<file path="config.mk">
export PLATFORM = sky130hd
export DESIGN_NAME = imem_loader_flat
export DESIGN_NICKNAME = d
export VERILOG_FILES = /design/src/rtl/imem_loader_pkg.sv /design/src/rtl/imem_loader_if.sv /design/src/rtl/imem_loader_word_assembler.sv /design/src/rtl/imem_loader.sv /design/src/flat_wrapper.sv
export SDC_FILE = /design/constraint.sdc
export NUM_CORES = 1
export LEC_CHECK = 0
export CORE_ASPECT_RATIO = 1.5
export CORE_MARGIN = 4
export CORE_UTILIZATION = 50
export DETAILED_ROUTE_END_ITERATION = 6
export PLACE_DENSITY_LB_ADDON = 0.15
export SLEW_MARGIN = 15
export SYNTH_ARGS = -nofsm -noshare
export SYNTH_HDL_FRONTEND = slang
export SYNTH_HIERARCHICAL = 1
export SYNTH_SLANG_ARGS = --single-unit
export TNS_END_PERCENT = 50
</file>
<file path="constraint.sdc">
create_clock -name clk -period 2.23 [get_ports clk]
set_input_delay 0.669 -clock clk [delete_from_list [all_inputs] [get_ports clk]]
set_output_delay 0.669 -clock clk [all_outputs]
set_load 0.05 [all_outputs]
</file>
<file path="src/rtl/imem_loader_pkg.sv">
// Shared definitions for the instruction-memory boot loader: FSM encoding,
// word geometry and checksum helper.
package imem_loader_pkg;

   typedef enum logic [2:0] {
      IDLE,
      LEN_HI,
      LEN_LO,
      DATA,
      CSUM,
      DONE,
      ERROR
   } state_t;

   localparam int         WORD_BYTES = 4;
   localparam logic [7:0] CSUM_INIT  = 8'h00;

   function automatic logic [7:0] csum_next(input logic [7:0] acc, input logic [7:0] b);
      return acc ^ b;
   endfunction

endpackage

</file>
<file path="src/rtl/imem_loader_if.sv">
// Byte-stream input and instruction-memory write bus of the boot loader.
interface imem_loader_if #(
   parameter int ADDR_WIDTH = 8
);
   logic [7:0]            in_data;
   logic                  in_valid;
   logic                  in_ready;
   logic                  im_we;
   logic [ADDR_WIDTH-1:0] im_addr;
   logic [31:0]           im_wdata;

   modport master (
      input  in_data, in_valid,
      output in_ready, im_we, im_addr, im_wdata
   );

   modport slave (
      output in_data, in_valid,
      input  in_ready, im_we, im_addr, im_wdata
   );
endinterface

</file>
<file path="src/rtl/imem_loader_word_assembler.sv">
// Packs bytes MSB-first into 32-bit words; pulses word_valid for one cycle
// after the last byte of each word has been accepted.
module imem_word_assembler
   import imem_loader_pkg::*;
(
   input  logic        clk,
   input  logic        reset,
   input  logic        clr,
   input  logic        byte_en,
   input  logic [7:0]  byte_in,
   output logic        byte_last,
   output logic        word_valid,
   output logic [31:0] word
);

   localparam int CNT_W = $clog2(WORD_BYTES);
   localparam int SH_W  = 8 * (WORD_BYTES - 1);

   logic [CNT_W-1:0] cnt_q, cnt_d;
   logic [SH_W-1:0]  shift_q, shift_d;
   logic             word_valid_q, word_valid_d;
   logic [31:0]      word_q, word_d;

   assign byte_last  = (cnt_q == CNT_W'(WORD_BYTES - 1));
   assign word_valid = word_valid_q;
   assign word       = word_q;

   always_comb begin
      cnt_d        = cnt_q;
      shift_d      = shift_q;
      word_valid_d = 1'b0;
      word_d       = word_q;
      if (clr) begin
         cnt_d   = '0;
         shift_d = '0;
      end else if (byte_en) begin
         // Counter wraps naturally after the last byte of a word.
         cnt_d   = cnt_q + 1'b1;
         shift_d = {shift_q[SH_W-9:0], byte_in};
         if (byte_last) begin
            word_valid_d = 1'b1;
            word_d       = {shift_q, byte_in};
         end
      end
   end

   always_ff @(posedge clk) begin
      if (!reset) begin
         cnt_q        <= '0;
         shift_q      <= '0;
         word_valid_q <= 1'b0;
         word_q       <= '0;
      end else begin
         cnt_q        <= cnt_d;
         shift_q      <= shift_d;
         word_valid_q <= word_valid_d;
         word_q       <= word_d;
      end
   end

endmodule

</file>
<file path="src/rtl/imem_loader.sv">
// Boot-time instruction-memory writer: length-prefixed, XOR-checksummed byte
// stream in, sequential word writes out; holds the CPU in reset until verified.
module imem_loader
   import imem_loader_pkg::*;
#(
   parameter int ADDR_WIDTH = 8
) (
   input  logic          clk,
   input  logic          reset,
   input  logic          start,
   imem_loader_if.master bus,
   output logic          cpu_reset,
   output logic          done,
   output logic          error,
   output logic [15:0]   words_loaded
);

   localparam logic [16:0] DEPTH = 17'(1) << ADDR_WIDTH;

   state_t                state_q, state_d;
   logic [15:0]           len_q, len_d;
   logic [7:0]            csum_q, csum_d;
   logic [15:0]           wcnt_q, wcnt_d;
   logic [ADDR_WIDTH-1:0] addr_q, addr_d;
   logic [15:0]           words_q, words_d;

   logic        xfer;
   logic        clr;
   logic        byte_last;
   logic        word_valid;
   logic [31:0] word;
   logic [15:0] len_new;
   logic [15:0] len_m1;

   assign bus.in_ready = (state_q == LEN_HI) || (state_q == LEN_LO) ||
                         (state_q == DATA)   || (state_q == CSUM);
   assign xfer         = bus.in_valid && bus.in_ready;
   assign len_new      = {len_q[15:8], bus.in_data};
   assign len_m1       = len_q - 16'd1;

   imem_word_assembler u_asm (
      .clk        (clk),
      .reset      (reset),
      .clr        (clr),
      .byte_en    (xfer && (state_q == DATA)),
      .byte_in    (bus.in_data),
      .byte_last  (byte_last),
      .word_valid (word_valid),
      .word       (word)
   );

   always_comb begin
      state_d = state_q;
      len_d   = len_q;
      csum_d  = csum_q;
      wcnt_d  = wcnt_q;
      addr_d  = addr_q;
      words_d = words_q;
      clr     = 1'b0;

      // The write pulse lags its last byte by a cycle, so it may land in CSUM.
      if (word_valid) begin
         addr_d  = addr_q + 1'b1;
         words_d = words_q + 16'd1;
      end

      case (state_q)
         IDLE, DONE, ERROR: begin
            if (start) begin
               state_d = LEN_HI;
               csum_d  = CSUM_INIT;
               wcnt_d  = '0;
               addr_d  = '0;
               words_d = '0;
               clr     = 1'b1;
            end
         end
         LEN_HI: begin
            if (xfer) begin
               len_d[15:8] = bus.in_data;
               csum_d      = csum_next(csum_q, bus.in_data);
               state_d     = LEN_LO;
            end
         end
         LEN_LO: begin
            if (xfer) begin
               len_d  = len_new;
               csum_d = csum_next(csum_q, bus.in_data);
               if ({1'b0, len_new} > DEPTH) state_d = ERROR;
               else if (len_new == 16'd0)   state_d = CSUM;
               else                         state_d = DATA;
            end
         end
         DATA: begin
            if (xfer) begin
               csum_d = csum_next(csum_q, bus.in_data);
               if (byte_last) begin
                  wcnt_d = wcnt_q + 16'd1;
                  if (wcnt_q == len_m1) state_d = CSUM;
               end
            end
         end
         CSUM: begin
            if (xfer) state_d = (bus.in_data == csum_q) ? DONE : ERROR;
         end
         default: state_d = IDLE;
      endcase
   end

   always_ff @(posedge clk) begin
      if (!reset) begin
         state_q <= IDLE;
         len_q   <= '0;
         csum_q  <= CSUM_INIT;
         wcnt_q  <= '0;
         addr_q  <= '0;
         words_q <= '0;
      end else begin
         state_q <= state_d;
         len_q   <= len_d;
         csum_q  <= csum_d;
         wcnt_q  <= wcnt_d;
         addr_q  <= addr_d;
         words_q <= words_d;
      end
   end

   assign bus.im_we    = word_valid;
   assign bus.im_addr  = addr_q;
   assign bus.im_wdata = word;
   assign cpu_reset    = (state_q != DONE);
   assign done         = (state_q == DONE);
   assign error        = (state_q == ERROR);
   assign words_loaded = words_q;

endmodule

</file>
<file path="src/flat_wrapper.sv">
// flat-port wrapper written by rule: the top's interface ports become plain ports
module imem_loader_flat import imem_loader_pkg::*;
#(
   parameter int ADDR_WIDTH = 8
)
  (clk, reset, start, cpu_reset, done, error, words_loaded, bus_in_data, bus_in_valid, bus_in_ready, bus_im_we, bus_im_addr, bus_im_wdata);
  imem_loader_if #(.ADDR_WIDTH(ADDR_WIDTH)) bus_i ();
  input  logic clk;
  input  logic reset;
  input  logic start;
  output logic cpu_reset;
  output logic done;
  output logic error;
  output logic [15:0] words_loaded;
  input wire logic [$bits(bus_i.in_data)-1:0] bus_in_data;
  input wire logic [$bits(bus_i.in_valid)-1:0] bus_in_valid;
  output wire logic [$bits(bus_i.in_ready)-1:0] bus_in_ready;
  output wire logic [$bits(bus_i.im_we)-1:0] bus_im_we;
  output wire logic [$bits(bus_i.im_addr)-1:0] bus_im_addr;
  output wire logic [$bits(bus_i.im_wdata)-1:0] bus_im_wdata;
  assign bus_i.in_data = bus_in_data;
  assign bus_i.in_valid = bus_in_valid;
  assign bus_in_ready = bus_i.in_ready;
  assign bus_im_we = bus_i.im_we;
  assign bus_im_addr = bus_i.im_addr;
  assign bus_im_wdata = bus_i.im_wdata;
  imem_loader #(.ADDR_WIDTH(ADDR_WIDTH)) u_core (.clk(clk), .reset(reset), .start(start), .bus(bus_i), .cpu_reset(cpu_reset), .done(done), .error(error), .words_loaded(words_loaded));
endmodule
</file>
* Word-level counts from Yosys, hierarchy flattened
Cells that the tools add are included.
** Storage, ports and cells
- Flip-flop bits (word level) :: 126
- Bits in latches :: 0
- Memory bits (writable) :: 0
- Bits in read-only memories :: 0
- Bits of input ports :: 12
- Output and inout port bits :: 61
- Word-level logic and storage cells :: 88
- Memories kept :: 0
** Cells by class
- Add/subtract/negate cells :: 5
- Multipliers :: 0
- Divide/modulo/power cells :: 0
- Magnitude comparators :: 1
- Equal/unequal tests :: 18
- Shift-type cells :: 0
- Mux-type cells :: 29
- Bitwise gates (word level) :: 5
- Reductions and logical operators :: 19
** Operator list (count)
- $mux W16 :: 6
- $mux W8 :: 6
- $add A16 B1 Y16 const B :: 2
- $pmux W16 S2 :: 1
- $pmux W8 S2 :: 2
- $mux W3 :: 9
- $eq A16 B16 Y1 :: 1
- $gt A16 B9 Y1 const B :: 1
- $logic_not A16 Y1 :: 1
- $sub A16 B1 Y16 const B :: 1
- $pmux W3 S5 :: 1
- $ne A2 B1 Y1 const B :: 6
- $eq A3 B3 Y1 const B :: 3
- $reduce_and A3 Y1 :: 3
- $reduce_or A3 Y1 :: 3
- $add A8 B1 Y8 const B :: 1
- $eq A8 B8 Y1 :: 1
- $xor A8 B8 Y8 :: 1
- $reduce_and A7 Y1 :: 1
- $eq A3 B2 Y1 const B :: 2
- $ne A2 B2 Y1 const B :: 2
- $not A1 Y1 :: 4
- $reduce_and A4 Y1 :: 1
- $reduce_bool A2 Y1 :: 2
- other kinds (11) :: 16

* Depth between registers and ports, before layout
- Depth in word-level cells :: 8
- Depth in mapped cells :: 9
- Depth with buffers taken out :: 9

* By module
The synthesis kept the hierarchy.
** Modules (own cells, without submodules)
- imem_loader :: instances 1, cells each 444, area an instance 3677.3 sq um, sequential area each 1341.3 sq um
- imem_word_assembler :: instances 1, cells each 229, area an instance 2244.7 sq um, sequential area each 1181.1 sq um

* Least setup slack after synthesis
No wires, ideal clock.
- Path kind :: reg2reg
- Start :: register u_core.state_q[0]
- End :: register u_core.addr_q[7] (netlist: u_core/bus.im_addr[7])
- Setup time :: 0.128 ns
- Arrival time :: 2.186 ns
- Required time :: 2.102 ns
- Path slack :: -0.084 ns
- Cell stages (with the launch flop) :: 8
- Path buffers :: 2
- Period minus slack after synthesis :: 2.314 ns
- Cells stage by stage :: dfxtp_1 -> nand2b_1 -> nor2_1 -> o21a_1 -> nand2b_1 -> clkbuf_1 -> clkbuf_1 -> nor2_1
** Between the ends
- Longest elaborated chain between the ends :: 3
- Elaborated cells on any way between the ends :: 5
- Those cells by class :: eq/ne: 2; mux: 1; reduce/logical: 2
** Ends and longest elaborated chain
- from (decl) :: line imem_loader.sv:20 : state_t state_q, state_d;
- from (signal assigned) :: line imem_loader.sv:119 : state_q <= state_d;
- $eq A3 B3 Y1
- named net error :: line flat_wrapper.sv:13 : output logic error;
- $reduce_or A3 Y1 :: line imem_loader.sv:67 : case (state_q)
- $mux W8 :: line imem_loader.sv:67
- to (signal assigned) :: line imem_loader.sv:123 : addr_q <= addr_d;
- to (decl) :: line imem_loader.sv:24 : logic [ADDR_WIDTH-1:0] addr_q, addr_d;
The timed path passes the listed nets, and every way through them passes these cells.
A chain may end at the register's enable or synchronous reset.

* Worst setup path after layout
- Start :: register u_core.len_q[3]
- End :: register u_core.state_q[0]
** Between the ends
- Longest elaborated chain between the ends :: 4
** Ends and longest elaborated chain
- from (decl) :: line imem_loader.sv:21 : logic [15:0] len_q, len_d;
- from (signal assigned) :: line imem_loader.sv:120 : len_q <= len_d;
- $sub A16 B1 Y16 :: line imem_loader.sv:39 : assign len_m1 = len_q - 16'd1;
- $eq A16 B16 Y1 :: line imem_loader.sv:99 : if (wcnt_q == len_m1) state_d = CSUM;
- $ne A2 B2 Y1 (no source line)
- $reduce_and A7 Y1 (no source line)
Every way passes these cells.

==> out/results.txt <==
Startpoint class of the critical path - flip-flop
Power after layout - 7.15 mW
TritonCTS clock tree - done
First-pass GRT wire length - 24600 um
Achievable Freq - 0.411 GHz
Vias in the first global route - 5138
Clock Skew - 0.00665 ns
Setup_tns - -0.568 ns
Layout cell share with drive strength beyond 1 - 16.5%
Die width - 96.9 um
Largest family of logic cells by synthesized area - simple AND/OR/NAND/NOR gates
Dpl ws - -0.471 ns
Total Wirelength - 14500 um
Failing checks - setup timing
FILL cells - 961
Most numerous cell in the Yosys netlist - dfxtp_1
Final Instance Area - 0.00775 mm2
Vias - 5026
Detailed Routing Iterations Pass 1 - 4
Clock sinks - 126
Crit path required time - 2.51 ns
Hold Vio Cnt, Final - 0
Iteration-0 DRC Markers - 195
Power Dens Cells - 923 mW/mm2
Mux contribution to synthesized area - 12.7%
Site Rows - 48
RSZ-0062 raised after global routing - yes
I/O pin count - 73
Post-Syn Instances - 673
Slowest Stage Delay on Critical Path - 0.53 ns
Final setup viols - 3
Diode count - 0
Area Growth Syn to Fin - 30.8%
Worst hold margin - 0.455 ns
Worst slew pin tran - 0.653 ns
Drt drc - 0
Crit-path cells - or4_4 > or3_4 > a211oi_4 > and4_1 > nand4_1 > o31ai_4 > a21oi_1
Capture point of the worst path - u_core/state_q[0]
FFs w/ async S/R, synth - 0%
Post-synth cell types - 49
GRT overflow - 0
Synth Area in Simple Gates - 22.9%
Post-synth top flop - dfxtp_1
Worst-path clk slew - 0.06 ns
Top-area cell type share of the netlist area - 42.6%
FF-to-FF End - u_core/state_q[0]
XOR/XNOR Fraction of Synth Area - 9.47%
Synthesized flop and latch total - 126
Cell Area, Placed - 0.00711 mm2
Core Footprint - 0.0115 mm2
Adder-Cell Fraction of Synth Area - 1.23%
Clk buf depth - 2
Initial Utilization - 51.4%
Syn avg cell area - 8.80 um2
Root Buffer - clkbuf_16
Status - finished with violations
Die area - 0.0137 mm2
Area occupied by multi-input gates - 0.00327 mm2
Final #Nets - 799
Post-CTS Hold Fix Bufs - 0
Max-cap violations - 0
Part of the Yosys area used for sequential elements - 42.6%
R2r setup slk - -0.21 ns
Slew Viols, Final - 0
Worst path slowest cell - or4_4
Final period util - 109%
Ys Warns - 6
Num CTS Buffers - 17
Register area - 0.00253 mm2
CP max FO - 3
Crit Path Class - flip-flop to flip-flop
VDD IR max - 718 uV
Hold Crit Class - flip-flop to flip-flop
GPL Wtd Cong - 0.864
Crit path DAT - 2.72 ns
Max_slew headroom - 56.5%
Clk_lat worst skew - 0.41 ns
Syn Nets - 690
Post-DP HPWL - 10300 um
Crit. End Element - flip-flop
Initial antenna violation count - 0
Post-synth EDFFs - 0
Synth Cell Area - 0.00592 mm2
H-tree Lvls - 4
GRT Util Overall - 21.8%
Synth top cells by count - dfxtp_1 (126), nand2_1 (109), nor2_1 (80)
# port buffers - 72
DR WL/cell - 15.3 um
Largest cells by area after synthesis - dfxtp_1 (43%), mux2i_1 (13%), nand2_1 (6.9%)
Die span in y - 141 um
Crit path time final - 2.44 ns
Routed vias/inst - 5.32
Post-route setup slack - -0.206 ns
Compound-Gate Fraction of Synth Area - 7.25%
Leak - 3.00 nW
Reg2Reg Depth - 7
Critical Path Source - u_core/len_q[3]
Antenna-violating nets left - 0
Reg2reg start - u_core/len_q[3]
Area leader, netlist - dfxtp_1
Largest net degree at the start of global routing - 39
-- cell type report --
cell class | instances | share of cell area [%]
Multi-Input combinational cell | 501 | 42.2
Sequential cell | 126 | 32.7
Timing Repair Buffer | 124 | 14.7
Clock buffer | 21 | 6.07
Tap cell | 150 | 2.42
Clock inverter | 11 | 1.41
Inverter | 12 | 0.581
-- how the worst min path moves through the flow --
stage	from	to	slack, ns	cells past startpoint
after global routing	u_core/u_asm/word[10]	u_core/u_asm/word[10]	0.48	2
after global placement	u_core/u_asm/word[17]	u_core/u_asm/word[17]	0.45	2
after floorplan	u_core/u_asm/shift_q[16]	u_core/u_asm/word[24]	0.44	2
after detailed placement	u_core/u_asm/word[11]	u_core/u_asm/word[11]	0.45	2
final	u_core/u_asm/shift_q[22]	u_core/u_asm/word[30]	0.45	2
after CTS	u_core/u_asm/shift_q[22]	u_core/u_asm/word[30]	0.46	2
-- state kept, by name, summed over array words and instances, names as in the netlist --
signal	cells
u_core/u_asm/word	32
u_core/u_asm/shift_q	24
u_core/words_loaded	16
u_core/len_q	16
u_core/u_asm/cnt_q	2
u_core/u_asm/word_valid	1
u_core/state_q	3
u_core/wcnt_q	16
u_core/csum_q	8
u_core/bus.im_addr	8
-- what timing repair did --
item	in CTS	in global routing
gates cloned	0	0
pin swaps	1	6
buffers inserted	0	2
gates resized for setup	49	18
endpoints found under the setup margin	51	22
-- worst max-delay path, delay by kind of cell, from the launching register on --
family          cells  cell delay, ns
simple gates        4            1.29
compound gates      3            0.70
flops               1            0.31
-- cells in the final DEF (no fill, tap or decap), types with 3 or more instances in the layout --
master,netlist,routed
dfxtp_1,126,121
nand2_1,109,109
nor2_1,80,75
mux2i_1,74,74
buf_4,2,60
dlygate4sd2_1,0,42
xnor2_1,35,35
xor2_1,29,29
nand3_1,24,24
nor2b_1,22,21
clkbuf_16,0,17
o21ai_0,16,16
inv_1,12,11
and3_1,12,11
clkdlybuf4s50_1,0,10
buf_12,0,10
nand4_1,10,10
a21oi_1,10,9
a22oi_1,9,9
a21boi_0,8,8
nand2b_1,7,7
nor4_1,7,5
clkinvlp_4,0,4
nor2_2,0,4
ha_1,5,4
dfxtp_2,0,4
clkbuf_8,0,3
clkinv_4,0,3
o21a_1,3,3
nor3_1,3,3
and2_1,3,3
or3_1,4,3
-- metal layers --
layer	up-vias	wire length (um)	global-route usage [%]
met3	30	565	5.95
met2	104	7590	38.9
met1	2394	5900	24.3
met5	-	0	0
met4	0	415	9.69
li1	2498	-	-
-- power by group --
group | switching (mW) | leakage (nW) | internal [mW]
Clock | 1.03 | 0.272 | 1.63
Sequential | 0.177 | 1.02 | 2.36
Combinational | 1.06 | 1.71 | 0.884
-- stage by stage --
stage	std cells	utilization (%)
finish	945	67.2
CTS	943	66.5
global route	945	67.2
detailed placement	911	61.7
floorplan	673	-
global placement	911	61.7
-- cells by family after synthesis --
group | Yosys count
flops | 126
xor+xnor | 64
simple gates | 293
mux | 75
fa+ha+maj | 6
compound gates | 63
buf+inv | 46
Power figures use the tool's default switching activity.
